==> src/rtl/serial_adder_pkg.sv <==
// Shared definitions for the bit-serial adder: FSM state type and its width.
package serial_adder_pkg;

  localparam int STATE_W = 2;

  // 2'd3 is unused and steers back to IDLE.
  typedef enum logic [STATE_W-1:0] {
    IDLE = 2'd0,
    RUN  = 2'd1,
    DONE = 2'd2
  } state_t;

endpackage

==> src/rtl/serial_adder_if.sv <==
// Operand/result handshake bundle for serial_adder.
// master = producer of operands and consumer of results; slave = the adder.
interface serial_adder_if #(
  parameter int WIDTH = 8
);
  logic             in_valid;
  logic             in_ready;
  logic [WIDTH-1:0] a;
  logic [WIDTH-1:0] b;
  logic             cin;
  logic             out_valid;
  logic             out_ready;
  logic [WIDTH-1:0] sum;
  logic             cout;
  logic             busy;

  modport master (
    output in_valid, a, b, cin, out_ready,
    input  in_ready, out_valid, sum, cout, busy
  );

  modport slave (
    input  in_valid, a, b, cin, out_ready,
    output in_ready, out_valid, sum, cout, busy
  );
endinterface

==> src/rtl/full_adder.sv <==
// One-bit full adder built from two half adders.
module full_adder (
  input  logic a,
  input  logic b,
  input  logic cin,
  output logic s,
  output logic cout
);
  logic s0;
  logic c0;
  logic c1;

  half_adder u_ha0 (.a(a),  .b(b),   .s(s0), .c(c0));
  half_adder u_ha1 (.a(s0), .b(cin), .s(s),  .c(c1));

  assign cout = c0 | c1;
endmodule

==> src/rtl/half_adder.sv <==
// One-bit half adder; used in pairs by full_adder.
module half_adder (
  input  logic a,
  input  logic b,
  output logic s,
  output logic c
);
  assign s = a ^ b;
  assign c = a & b;
endmodule

==> src/rtl/serial_adder.sv <==
// Bit-serial LSB-first adder: one full_adder reused WIDTH times per operation.
//
// Handshake: a transfer happens on a rising edge where valid & ready are both
// high. Operands are taken only in IDLE (in_ready=1); the result is offered in
// DONE (out_valid=1) and sum/cout hold steady until out_ready is seen high.
// Producers must keep in_valid and the operands stable until in_ready.
module serial_adder
  import serial_adder_pkg::*;
#(
  parameter int WIDTH = 8
) (
  input  logic         clk,
  input  logic         rst,
  serial_adder_if.slave bus,
  output state_t       state_dbg
);

  localparam int CNT_W = $clog2(WIDTH);
  localparam logic [CNT_W-1:0] LAST_BIT = CNT_W'(WIDTH - 1);

  state_t           state;
  logic [WIDTH-1:0] a_sh;
  logic [WIDTH-1:0] b_sh;
  logic [WIDTH-1:0] sum_sh;
  logic             carry;
  logic [CNT_W-1:0] cnt;
  logic             in_ready_q;
  logic             busy_q;
  logic             out_valid_q;
  logic             fa_s;
  logic             fa_cout;

  full_adder u_fa (
    .a   (a_sh[0]),
    .b   (b_sh[0]),
    .cin (carry),
    .s   (fa_s),
    .cout(fa_cout)
  );

  // FSM, datapath shift registers and registered handshake flags.
  always_ff @(posedge clk or posedge rst) begin
    if (rst) begin
      state       <= IDLE;
      a_sh        <= '0;
      b_sh        <= '0;
      sum_sh      <= '0;
      carry       <= 1'b0;
      cnt         <= '0;
      in_ready_q  <= 1'b1;
      busy_q      <= 1'b0;
      out_valid_q <= 1'b0;
    end else begin
      case (state)
        IDLE: begin
          if (bus.in_valid && in_ready_q) begin
            a_sh       <= bus.a;
            b_sh       <= bus.b;
            carry      <= bus.cin;
            cnt        <= '0;
            state      <= RUN;
            in_ready_q <= 1'b0;
            busy_q     <= 1'b1;
          end
        end
        RUN: begin
          a_sh   <= {1'b0, a_sh[WIDTH-1:1]};
          b_sh   <= {1'b0, b_sh[WIDTH-1:1]};
          sum_sh <= {fa_s, sum_sh[WIDTH-1:1]};
          carry  <= fa_cout;
          cnt    <= cnt + 1'b1;
          if (cnt == LAST_BIT) begin
            state       <= DONE;
            busy_q      <= 1'b0;
            out_valid_q <= 1'b1;
          end
        end
        DONE: begin
          if (bus.out_ready) begin
            state       <= IDLE;
            out_valid_q <= 1'b0;
            in_ready_q  <= 1'b1;
          end
        end
        default: begin
          state       <= IDLE;
          in_ready_q  <= 1'b1;
          busy_q      <= 1'b0;
          out_valid_q <= 1'b0;
        end
      endcase
    end
  end

  assign bus.in_ready  = in_ready_q;
  assign bus.busy      = busy_q;
  assign bus.out_valid = out_valid_q;
  assign bus.sum       = sum_sh;
  assign bus.cout      = carry;
  assign state_dbg     = state;

endmodule

==> src/flat_wrapper.sv <==
// flat-port wrapper written by rule: the top's interface ports become plain ports
module serial_adder_flat import serial_adder_pkg::*;
#(
  parameter int WIDTH = 8
)
  (clk, rst, state_dbg, bus_in_valid, bus_a, bus_b, bus_cin, bus_out_ready, bus_in_ready, bus_out_valid, bus_sum, bus_cout, bus_busy);
  serial_adder_if #(.WIDTH(WIDTH)) bus_i ();
  input  logic clk;
  input  logic rst;
  output state_t state_dbg;
  input wire logic [$bits(bus_i.in_valid)-1:0] bus_in_valid;
  input wire logic [$bits(bus_i.a)-1:0] bus_a;
  input wire logic [$bits(bus_i.b)-1:0] bus_b;
  input wire logic [$bits(bus_i.cin)-1:0] bus_cin;
  input wire logic [$bits(bus_i.out_ready)-1:0] bus_out_ready;
  output wire logic [$bits(bus_i.in_ready)-1:0] bus_in_ready;
  output wire logic [$bits(bus_i.out_valid)-1:0] bus_out_valid;
  output wire logic [$bits(bus_i.sum)-1:0] bus_sum;
  output wire logic [$bits(bus_i.cout)-1:0] bus_cout;
  output wire logic [$bits(bus_i.busy)-1:0] bus_busy;
  assign bus_i.in_valid = bus_in_valid;
  assign bus_i.a = bus_a;
  assign bus_i.b = bus_b;
  assign bus_i.cin = bus_cin;
  assign bus_i.out_ready = bus_out_ready;
  assign bus_in_ready = bus_i.in_ready;
  assign bus_out_valid = bus_i.out_valid;
  assign bus_sum = bus_i.sum;
  assign bus_cout = bus_i.cout;
  assign bus_busy = bus_i.busy;
  serial_adder #(.WIDTH(WIDTH)) u_core (.clk(clk), .rst(rst), .bus(bus_i), .state_dbg(state_dbg));
endmodule
==> config.mk <==
export PLATFORM = sky130hd
export DESIGN_NAME = serial_adder_flat
export DESIGN_NICKNAME = d
export VERILOG_FILES = /design/src/rtl/serial_adder_pkg.sv /design/src/rtl/serial_adder_if.sv /design/src/rtl/full_adder.sv /design/src/rtl/half_adder.sv /design/src/rtl/serial_adder.sv /design/src/flat_wrapper.sv
export SDC_FILE = /design/constraint.sdc
export NUM_CORES = 1
export LEC_CHECK = 0
export BUFFER_PORTS_ARGS = -buffer_cell sky130_fd_sc_hd__buf_2
export CORE_MARGIN = 4
export CORE_UTILIZATION = 57
export DETAILED_ROUTE_END_ITERATION = 10
export PLACE_DENSITY = 0.83
export SLEW_MARGIN = 15
export SYNTH_ARGS = -nofsm -noshare
export SYNTH_HDL_FRONTEND = slang
export SYNTH_SLANG_ARGS = --single-unit
==> constraint.sdc <==
create_clock -name clk -period 4.2 [get_ports clk]
set_input_delay 0.84 -clock clk [delete_from_list [all_inputs] [get_ports clk]]
set_output_delay 0.84 -clock clk [all_outputs]
set_load 0.05 [all_outputs]
After elaboration in Yosys (flattened, before gate mapping)
Index checks and enable logic that the tools add are counted.
{"block": "op_classes", "n_addsub": 1, "eq_ne": 6, "n_mux": 21, "bitwise": 8, "n_reduce_logical": 8}
{"op": "one-hot mux 8 bit (2 select lines)", "n": 2}
{"op": "2-to-1 mux 8 bit", "n": 2}
{"op": "AND reduction 3 bit", "n": 4}
{"op": "one-hot mux 1 bit (3 select lines)", "n": 3}
{"op": "2-to-1 mux 1 bit", "n": 7}
{"op": "2-to-1 mux 2 bit", "n": 3}
{"op": "one-hot mux 2 bit (3 select lines)", "n": 1}
{"op": "one-hot mux 3 bit (2 select lines)", "n": 1}
{"op": "!= test 2 x 1 -> 1 bit (second input constant)", "n": 2}
{"op": "adder 3 x 1 -> 3 bit (second input constant)", "n": 1}
{"op": "== test 3 bit (second input constant)", "n": 1}
{"op": "2-to-1 mux 3 bit", "n": 1}
{"op": "inverter 1 bit", "n": 3}
{"op": "AND 1 bit", "n": 2}
{"op": "== test 2 x 1 -> 1 bit (second input constant)", "n": 1}
{"op": "== test 2 bit (second input constant)", "n": 1}
{"op": "zero test 2 bit", "n": 1}
{"op": "!= test 2 bit (second input constant)", "n": 1}
{"op": "one-hot mux 1 bit (2 select lines)", "n": 1}
{"op": "AND reduction 2 bit", "n": 1}
{"op": "nonzero test 2 bit", "n": 1}
{"op": "bitwise XOR 1 bit", "n": 2}
{"op": "logical AND 1 bit", "n": 1}
{"op": "OR 1 bit", "n": 1}
{"block": "word_totals", "reg_bits": 33, "inputBits": 21, "out_inout_bits": 14, "word_cells": 53}

Logic depth before layout (Yosys ltp)
{"block": "depth", "depth_word": 4, "depth_mapped": 6}

Cells and area by module
A second synthesis with hierarchy kept.
{"block": "hier_totals", "hier_cells": 169, "area_unflattened_um2": 1520.2}
{"mod": "serial_adder", "instances": 1, "cells_each": 166, "area_each_um2": 1488.9}
{"mod": "half_adder", "instances": 2, "cells_each": 1, "area_each_um2": 12.5}
{"mod": "full_adder", "instances": 1, "cells_each": 1, "area_each_um2": 6.3}

Least setup slack after synthesis
No wires, ideal clock.
{"block": "synth_path", "path_kind": "register to register", "startpoint": "register u_core.state[1] (netlist: u_core.state_dbg[1])", "endpoint": "register u_core.a_sh[3]", "setup_time_ps": 125, "arrival_time_ps": 1686, "path_slack_ps": 2389, "path_stages_with_launch": 5, "path_buffers": 1, "period_less_slack_ps": 1811, "path_cell_list": "dfrtp_1 -> nand2b_4 -> buf_6 -> mux2_1 -> mux2_2"}
{"block": "synth_between", "elab_chain_cells": 3, "elab_cells_between_ends": 6, "classes_between": "2 x eq/ne; 1 x mux; 3 x reduce/logical"}
{"element": "start, declared", "line_no": "serial_adder.sv:21", "text": "state_t state;"}
{"element": "start signal, assigned", "line_no": "serial_adder.sv:44", "text": "state <= IDLE;"}
{"element": "start signal, assigned", "line_no": "serial_adder.sv:61", "text": "state <= RUN;"}
{"element": "start signal, assigned", "line_no": "serial_adder.sv:73", "text": "state <= DONE;"}
{"element": "zero test 2 bit or == test 2 x 1 -> 1 bit (tied branches)", "line_no": "serial_adder.sv:54", "text": "case (state)"}
{"element": "!= test 2 x 1 -> 1 bit (no line) or nonzero test 2 bit (tied branches)"}
{"element": "AND reduction 2 bit (no line)"}
{"element": "end signal, assigned", "line_no": "serial_adder.sv:57", "text": "a_sh <= bus.a;"}
{"element": "end signal, assigned", "line_no": "serial_adder.sv:67", "text": "a_sh <= {1'b0, a_sh[WIDTH-1:1]};"}
{"element": "end, declared", "line_no": "serial_adder.sv:22", "text": "logic [WIDTH-1:0] a_sh;"}
Parallel ways exist; a longest one is shown, timed or not.
A chain may end at the register's enable or synchronous reset.

Worst setup path after layout
{"block": "layout_path", "startpoint": "register u_core.state[1] (netlist: u_core.state_dbg[1])", "endpoint": "output port state_dbg[1]"}
{"element": "end, declared", "line_no": "flat_wrapper.sv:10", "text": "output state_t state_dbg;"}
No word-level cell between the ends.

==> flow_metrics.tcl <==
set metrics [dict create \
    fmax_mhz 462 \
    timing.final.hold_violations 0 \
    ir_drop_mv 0.551 \
    power.density_nw_per_um2 782 \
    nets 189 \
    status "complete, no violations" \
    grt_pass1_wl_mm 4.50 \
    cts_buffers 5 \
    cp_max_fo 15 \
    cts_tree "yes" \
    cts_max_level 2 \
    start_kind "flip-flop" \
    drive_above_1_share 0.452 \
    worstPathArrival_ps 1320 \
    core_um2 2570 \
    ant_nets 0 \
    fp.dieW_um 60.9 \
    start_util 0.622 \
    syn_inst 130 \
    synth_top_area_frac 0.501 \
    synth_area_um2 1600 \
    r2r_start "u_core.state_dbg[0]" \
    worstMarginPinSlew_ps 752 \
    syn-num-nets 154 \
    cts-root-buf "clkbuf_4" \
    gr-total-overflow 0 \
    first_global_vias 1011 \
    worstRegToRegCells 3 \
    endpoint "state_dbg[1]" \
    num_vias 1026 \
    yosys.cell_types.count 22 \
    timing.final.max_slew_violations 0 \
    reg2reg_to "u_core.bus.cout" \
    clk_pin_slew_worst_paths_ps 90 \
    reg2reg_slack_ps 2350 \
    yosysSeqAreaShare 0.518 \
    antenna_found_initial 0 \
    drcViolationCount 0 \
    cp_num_cells 1 \
    fp-row-count 18 \
    slew_headroom 0.498 \
    area_growth_pct 13.1 \
    viasPerCell 5.23 \
    syn_area_per_cell_um2 12.3 \
    rsz0062_at_grt "no" \
    cts.sinks 33 \
    finalPower_uw 1410 \
    dp_hpwl_mm 1.98 \
    track_usage 0.171 \
    cts.repair.resized 0 \
    holdBufCountCts 0 \
    synth_area_leaders "dfrtp_1 (50%), mux2_2 (15%), mux2_4 (8.5%), nand2_1 (7.3%), buf_6 (3.5%)" \
    finalWeightedCongestion 0.768 \
    path_cells "buf_2" \
    routedWlPerCell_um 13.9 \
    worstSetupPathType "flip-flop to primary output" \
    final_cell_mix "buf_2 (34), dfrtp_1 (32), nand2_1 (31)" \
    cp-startpoint "u_core.state_dbg[1]" \
    setup_viol 0 \
    finalWirelength_mm 2.72 \
    critPathTopFamily "flip-flops" \
    hold_path_class "flip-flop to flip-flop" \
    cts_buffer_depth 2 \
    synth_seq_cells 33 \
    antenna_cells 0 \
    post-route-period-util 0.515 \
    dieArea_um2 3710 \
    maxCapViolCount 0 \
    drt_iter0_drc 65 \
    tns_ps 0 \
    grt_max_degree 34 \
    cp_slowest_stage_delay_ps 650 \
    io_pins 35 \
    cp_slowest_cell "dfrtp_1" \
    placedCellCount 188 \
    clock_latency_ps 320 \
    critical_path_required_ps 3360 \
    cp_num_buf_inv 1 \
    p_leak_uw 0.000926 \
    synth_top_area_cell "dfrtp_1" \
    postCtsSetupBuffers 0 \
    numPortBuffers 34 \
    die_h_um 60.9 \
    detail_route.first_pass.iterations 4 \
    fillers 195 \
    layout_min_cycle_time_ps 2160 \
    finClkSkew_ps 11.2 \
    yosys_warnings 0 \
    end_kind "primary output" \
    final_common_cell "buf_2" \
    instances_no_fill 196 \
]
[through the flow]
step | hold WS, ps | cell area, um2 | setup slack (ps) | utilization
6_report | 481 | 1810 | 2040 | 0.704
5_1_grt | 511 | 1810 | 1900 | 0.704
4_1_cts | 483 | 1810 | 2020 | 0.704
3_5_place_dp | 462 | 1750 | 1960 | 0.681
3_3_place_gp | 456 | 1750 | 2010 | 0.681
2_1_floorplan | 446 | 1600 | 2390 | -
[worst min path at each step]
stage,cells after the start,startpoint,slack (ps),end
final,2,u_core.bus.sum[0],480,u_core.bus.sum[0]
after global routing,1,u_core.cnt[0],510,u_core.cnt[0]
after CTS,2,u_core.bus.sum[0],480,u_core.bus.sum[0]
after detailed placement,2,u_core.bus.sum[0],460,u_core.bus.sum[0]
after floorplan,1,u_core.cnt[0],450,u_core.cnt[0]
after global placement,2,u_core.bus.sum[0],460,u_core.bus.sum[0]
[per-layer routing]
metal / vias up / global-route usage / share of wire
li1: 511 / - / -
met1: 482 / 0.191 / 0.42
met2: 28 / 0.292 / 0.50
met3: 5 / 0.0723 / 0.065
met4: 0 / 0.0619 / 0.013
met5: - / 0 / 0
[Yosys cell counts]
master / number
nand2_1: 31
clkbuf_1: 1
buf_2: 1
nor2b_4: 1
ha_1: 2
nor2_2: 1
a22o_1: 2
mux2_4: 9
a21oi_1: 4
o21ai_0: 6
fa_1: 1
dfrtp_1: 32
a22oi_1: 1
a32o_1: 1
nor2_1: 4
inv_1: 2
nand2b_4: 1
buf_6: 5
dfstp_2: 1
and4b_1: 2
mux2_2: 21
mux2_1: 1
[cells by family after synthesis]
| kind of cell | count (synthesis) | share of synthesized area |
|---|---|---|
| AND/OR/NAND/NOR | 40 | 0.116 |
| flip-flops | 33 | 0.518 |
| AO/OA/AOI/OAI | 14 | 0.0533 |
| adder cells (fa/ha/maj) | 3 | 0.0282 |
| buffers and inverters | 9 | 0.0454 |
| multiplexers | 31 | 0.240 |
[final cells by class]
cell class / count / area (um2) / share of cell area
inverters: 2 / 7.51 / 0.00416
clock buffers: 8 / 58.8 / 0.0325
repair buffers: 35 / 178 / 0.0983
multi-input cells: 88 / 698 / 0.386
well taps: 30 / 37.5 / 0.0208
flip-flops and latches: 33 / 827 / 0.458
[state kept, by name (all words and copies together), names as in the netlist]
name / count
u_core.a_sh: 8
u_core.b_sh: 8
u_core.bus.sum: 8
u_core.cnt: 3
u_core.state_dbg: 2
u_core.bus.busy: 1
u_core.bus.cout: 1
u_core.bus.in_ready: 1
u_core.bus.out_valid: 1
[report_power, final]
group          leakage [uW]  total, uW  internal (uW)  switching, uW
clock network     0.0000326        178           82.5           95.0
logic              0.000484        675            285            390
registers          0.000409        561            460            101
Power figures use the tool's default switching activity.
